### src/rtl/scan_decoder.sv
// One-hot decoder with direct-select and auto-scan modes; each scanned channel is held DIV cycles.
// Optional anti-ghost blanking of the last cycle per channel: define SCAN_DECODER_BLANK_EN.
module scan_decoder #(
    parameter int N   = 2,
    parameter int DIV = 4
) (
    input  logic                clk,
    input  logic                rst,
    input  logic [N-1:0]        I,
    input  logic                E,
    input  logic                mode,
    output logic [(1<<N)-1:0]   O,
    output logic [N-1:0]        idx,
    output logic                wrap
);

    localparam int              M       = 1 << N;
    localparam int              PW      = (DIV > 1) ? $clog2(DIV) : 1;
    localparam logic [PW-1:0]   PRE_MAX = PW'(DIV - 1);
    localparam logic [N-1:0]    IDX_MAX = {N{1'b1}};

    typedef enum logic [1:0] {
        ST_IDLE   = 2'd0,
        ST_DIRECT = 2'd1,
        ST_SCAN   = 2'd2
    } state_e;

    state_e          state;
    logic [M-1:0]    o_q, o_d;
    logic [N-1:0]    idx_q, idx_d;
    logic [PW-1:0]   pre_q, pre_d;
    logic            wrap_q, wrap_d;
    logic            mode_prev_q, mode_prev_d;

    always_comb begin
        state = ST_IDLE;
        if (E) begin
            state = mode ? ST_SCAN : ST_DIRECT;
        end
    end

    always_comb begin
        o_d         = '0;
        idx_d       = idx_q;
        pre_d       = pre_q;
        wrap_d      = 1'b0;
        mode_prev_d = mode;
        case (state)
            ST_DIRECT: begin
                idx_d    = I;
                pre_d    = '0;
                o_d[I]   = 1'b1;
            end
            ST_SCAN: begin
                // mode_prev_q is cleared by reset, so the first scan after reset is a fresh entry
                if (!mode_prev_q) begin
                    idx_d = '0;
                    pre_d = '0;
                end else if (pre_q == PRE_MAX) begin
                    pre_d  = '0;
                    idx_d  = idx_q + 1'b1;
                    wrap_d = (idx_q == IDX_MAX);
                end else begin
                    pre_d = pre_q + 1'b1;
                end
                o_d[idx_d] = 1'b1;
`ifdef SCAN_DECODER_BLANK_EN
                if (pre_d == PRE_MAX) begin
                    o_d = '0;
                end
`endif
            end
            default: begin
                o_d = '0;
            end
        endcase
    end

    always_ff @(posedge clk) begin
        if (rst) begin
            o_q         <= '0;
            idx_q       <= '0;
            pre_q       <= '0;
            wrap_q      <= 1'b0;
            mode_prev_q <= 1'b0;
        end else begin
            o_q         <= o_d;
            idx_q       <= idx_d;
            pre_q       <= pre_d;
            wrap_q      <= wrap_d;
            mode_prev_q <= mode_prev_d;
        end
    end

    assign O    = o_q;
    assign idx  = idx_q;
    assign wrap = wrap_q;

endmodule

### config.mk
export PLATFORM = sky130hd
export DESIGN_NAME = scan_decoder
export DESIGN_NICKNAME = d
export VERILOG_FILES = /design/src/rtl/scan_decoder.sv
export SDC_FILE = /design/constraint.sdc
export NUM_CORES = 1
export LEC_CHECK = 0
export ABC_AREA = 1
export BUFFER_PORTS_ARGS = -buffer_cell sky130_fd_sc_hd__buf_2
export CAP_MARGIN = 40
export CORE_AREA = 5 5 42 44
export CTS_CLUSTER_DIAMETER = 200
export DETAILED_ROUTE_END_ITERATION = 12
export DIE_AREA = 0 0 47 49
export PLACE_DENSITY_LB_ADDON = 0.25
export SETUP_SLACK_MARGIN = 0.1
export SKIP_CTS_REPAIR_TIMING = 1
export SLEW_MARGIN = 20
export SYNTH_ARGS = -nofsm -noshare
export SYNTH_HDL_FRONTEND = slang
export SYNTH_SLANG_ARGS = --single-unit
### constraint.sdc
create_clock -name clk -period 1.6 [get_ports clk]
set_input_delay 0.08 -clock clk [delete_from_list [all_inputs] [get_ports clk]]
set_output_delay 0.08 -clock clk [all_outputs]
set_load 0.01 [all_outputs]
======== Word level (Yosys, flattened, before mapping) ========
Index checks and enable logic that the tools add are counted.
storage, ports and cells
  input bits .............................. 6
  word-level logic and storage cells ...... 36
  register bits after elaboration ......... 10
  output and inout bits ................... 7
operators by class
  $lt $le $gt $ge ......................... 4
  bitwise gates (word level) .............. 3
  multiplexer cells ....................... 14
  reduce and logical (&&, ||, !) cells .... 4
  equal/unequal tests ..................... 4
  $add $sub $neg .......................... 2
operators with widths
  cell                                                               number
  two-way mux 2 bit                                                  7
  case mux 2 bit (2 select lines)                                    2
  case mux 4 bit (2 select lines)                                    1
  == test 2 bit, second input constant                               3
  < comparator 2 x 3 -> 1 bit, second input constant                 2
  adder 2 x 1 -> 2 bit, second input constant                        2
  demux 1 bit (select 2 bit)                                         2
  greater-or-equal comparator 2 x 1 -> 1 bit, second input constant  2
  OR reduction 4 bit                                                 1
  NOT 1 bit                                                          3
  == test 2 x 1 -> 1 bit, second input constant                      1
  logical AND 1 bit                                                  2
  two-way mux 1 bit                                                  2
  nonzero test 2 bit                                                 1

======== Depth between registers and ports, before layout ========
  word-level depth ........................ 9
  depth in mapped cells ................... 7
  gate-level depth less buffers ........... 7

======== Worst setup path before layout ========
OpenSTA, ideal clock, no wires.
  kind .................................... register to register
  from .................................... register idx_q[0] (netlist: idx[0])
  to ...................................... register o_q[1] (netlist: O[1])
  required time ........................... 1.534 ns
  path slack .............................. 0.501 ns
  stages on the path, launching flop included .. 7
  arrival time ............................ 1.032 ns
  clock period less this slack ............ 1.099 ns
  path buffers ............................ 0
  cell sequence ........................... dfxtp_1 > ha_1 > nand2_1 > nand2_2 > nand2_2 > nand3_2 > a21oi_2
on the way
  cells in the longest elaborated chain, start to end .. 9
  elaborated cells on any way between the ends .. 10
  those cells by class .................... add/sub (1); order compare (2); mux (6); reduce/logical (1)
RTL lines
  element                                                                                                          line  RTL
  from (decl)                                                                                                      30    logic [N-1:0] idx_q, idx_d;
  from (signal assigned)                                                                                           88    idx_q <= idx_d;
  adder 2 x 1 -> 2 bit                                                                                             61    idx_d = idx_q + 1'b1;
  two-way mux 2 bit (*)                                                                                            59    end else if (pre_q == PRE_MAX) begin
  two-way mux 2 bit (*)                                                                                            56    if (!mode_prev_q) begin
  two-way mux 2 bit (*)                                                                                            48    case (state)
  < comparator 2 x 3 -> 1 bit (implied by the code) or greater-or-equal comparator 2 x 1 -> 1 bit (tied branches)  66    o_d[idx_d] = 1'b1;
  logical AND 1 bit (implied by the code)                                                                          66
  two-way mux 1 bit (implied by the code)                                                                          66
  demux 1 bit (select 2 bit) (*)                                                                                   66
  case mux 4 bit (2 select lines) (*)                                                                              48
  to (signal assigned)                                                                                             81    o_q <= '0;
  to (signal assigned)                                                                                             87    o_q <= o_d;
  to (decl)                                                                                                        29    logic [M-1:0] o_q, o_d;
Mark *: on every way between the ends. The rest lies on a longest branch, timed or not. The select of a mux whose other input is x is not followed.
A chain may end at the register's enable or synchronous reset.

======== Final worst setup path ========
  from .................................... register pre_q[0]
  to ...................................... register o_q[1] (netlist: O[1])
on the way
  cells in the longest elaborated chain, start to end .. 9
  elaborated cells on any way between the ends .. 10
  those cells by class .................... order compare (2); eq/ne (1); mux (6); reduce/logical (1)
RTL lines
  element                                                                                                          line  RTL
  from (decl)                                                                                                      31    logic [PW-1:0] pre_q, pre_d;
  from (signal assigned)                                                                                           89    pre_q <= pre_d;
  == test 2 bit (*)                                                                                                59
  two-way mux 2 bit (*)                                                                                            59
  two-way mux 2 bit (*)                                                                                            56
  two-way mux 2 bit (*)                                                                                            48
  < comparator 2 x 3 -> 1 bit (implied by the code) or greater-or-equal comparator 2 x 1 -> 1 bit (tied branches)  66
  logical AND 1 bit (implied by the code)                                                                          66
  two-way mux 1 bit (implied by the code)                                                                          66
  demux 1 bit (select 2 bit) (*)                                                                                   66
  case mux 4 bit (2 select lines) (*)                                                                              48
Marked as above.

==> run metrics <==
outcome complete, no violations; worst vdd ir about 360 uV; DR vias approximately 460; clk sinks 10; final cycle utilization of the critical path 73.6%; NetSw 129 uW; vias in the first global route slightly below 400; Area Overhead vs Synth 18.1%; P_leak 0.000274 uW; fmax 849 MHz; slew of the pin with the lowest slew margin around 0.33 ns; Worst Path Max Fanout 5; register area share after synthesis 39.1%; worst hold start mode; Nets 90; Critical-path top delay cell dfxtp_1; Setup crit end kind flip-flop; Final Cell Area 604 um2; min cycle time layout 1.18 ns; GR peak layer met2; Slew HR between 70% and 80%; gr ovfl total 0; Pint approximately 360 uW; post-place setup slack 0.435 ns; post-route clock skew 0.00198 ns; Post-DP Area 582 um2; Final ANT Viol Nets 0; Reg clk slew, reported paths 0.06 ns; final WL between 1 and 1.5 mm; sequential power share 53.4%; Arr. time, crit path between 1 and 1.5 ns; max-slew violations 0; Setup WS post-layout 0.422 ns; Synth Instances 67; most common cell after layout, fill and taps aside buf_2; Mapped Nets 75; Reg-to-Reg Start pre_q[0]; layout cells sized above 1 38.8%; CTS Buf Count 3; Final Util 43.1%; WHS roughly 0.063 ns; cell area power density between 800 and 900 nW/um2; DRC violation count after routing 0; antenna cell count 0; Die X 47 um; port buffer count 12; # IOs 13; initial drt markers 6; Yosys top cell area share 39.1%; Synth Warn # 0; Max H-tree Level 1; Hold Crit Class in2reg; Syn Area/Cell 7.64 um2; Initial Util 36.5%; Setup crit start kind flip-flop; first-pass GRT wire length roughly 1.7 mm; r2r endpoint O[1]; GRT Total Usage 10.9%; Clock Tree Buf Depth 2; Via density between 4 and 5; Sw Ratio 26.3%; MaxCap Viol Count 0; Cell Chain, Critical Path ha_1 -> nand2_1 -> nand2_2 -> nor2_2 -> nand3_2 -> a21oi_2; Reg2Reg Depth 6; most frequent cells in the layout buf_2, nand2_1, dfxtp_1; GR Layer Usage met2 16.3%; Total Neg Setup Slack 0 ns; die area around 2300 um2; max incr delay on CP 0.32 ns; CTS tree done; final-report setup violation count 0; hold path depth 3; num rows 14; Pre-antenna DRT Iters 3; root buffer cell clkbuf_4; R2R Setup Slk 0.42 ns; Crit Path Class reg2reg; met1 Use GR between 10 and 15%; initial antenna violation count 0; area leader, netlist dfxtp_1; Fin. Hold Viols 0; Distinct cells, synth 20; later-pin clock latency in the skew report 0.27 ns; Critical Path RT 1.81 ns; synthesized area 512 um2; post-DR wirelength/cell 11.0 um; die height 49 um; largest net degree at the start of global routing 11; WHS Endpoint mode_prev_q; Placeable Area approximately 1400 um2; placer congestion estimate 0.753; part of the power in the clock network 35.5%; RSZ-0062 raised after global routing false; met3 usage 2.21%; Comb power frac roughly 11%; synth top area cells dfxtp_1, nand2_1, nand2_2, nand3_1, a21oi_2; Yosys reg bits 10
-- metal layers --
metal / vias up / part of all wire [%]
met5: - / 0
met4: 0 / 4.4
met3: 5 / 4.1
met2: 7 / 54
met1: 203 / 37
li1: 244 / -
-- metrics by stage --
stage / instances / power (uW)
6_report: 96 / 492
5_1_grt: 96 / 517
4_1_cts: 96 / 501
3_5_place_dp: 93 / 324
3_3_place_gp: 93 / 323
2_1_floorplan: 67 / 304
-- kinds of logic (layout without fill, tap and decap cells) --
group / count (synthesis) / in the layout / synth area share, %
buf+inv: 11 / 24 / 8.80
fa+ha+maj: 2 / 2 / 4.89
flops: 10 / 10 / 39.1
compound gates: 9 / 9 / 11.2
simple gates: 35 / 35 / 35.9
-- flip-flops by register name, summed over array words and instances (netlist names) --
signal,cells
O,4
idx,2
pre_q,2
mode_prev_q,1
wrap,1
-- layout make-up --
| class | count | area [um2] |
|---|---|---|
| clock buffers | 3 | 22.5 |
| repair buffers | 12 | 60.1 |
| inverters | 9 | 35.0 |
| multi-input cells | 46 | 267 |
| well taps | 16 | 20.0 |
| fillers | 168 | 797 |
| flip-flops and latches | 10 | 200 |
-- worst max-delay path by stage --
| stage | depth (start not counted) | to | startpoint |
|---|---|---|---|
| 4_1_cts | 6 | O[1] | pre_q[0] |
| 5_1_grt | 6 | O[3] | pre_q[0] |
| 2_1_floorplan | 6 | O[1] | idx[0] |
| 3_5_place_dp | 6 | O[1] | pre_q[0] |
| 6_report | 6 | O[1] | pre_q[0] |
| 3_3_place_gp | 6 | O[1] | pre_q[0] |
-- synthesized netlist by cell type --
cell	instances
nor4_1	1
nand4_1	2
nand3_2	2
a21oi_1	4
clkinv_2	1
a31oi_1	1
inv_1	5
ha_1	2
o21ai_0	1
nor2_2	1
a21oi_2	3
dfxtp_1	10
clkinv_1	1
nand3_1	6
buf_2	2
inv_2	2
nor2_4	1
nand2_1	11
nand2_2	6
nor2_1	5
-- worst max-delay path: cells and delay by family (launching register included) --
family / cells / cell delay [ns]
and+or+nand+nor: 4 / 0.44
DFF: 1 / 0.32
adders and majority gates: 1 / 0.26
AOI/OAI and AO/OA: 1 / 0.11
-- power groups by stage --
stage	combinational (uW)	clock, uW	sequential (uW)
after floorplan	36.5	0	267
final	54.6	174	263
after global routing	61.7	192	264
after detailed placement	55.4	0	269
after CTS	55.5	182	263
after global placement	54.9	0	268
No activity file was read; power rests on OpenSTA's default activity.
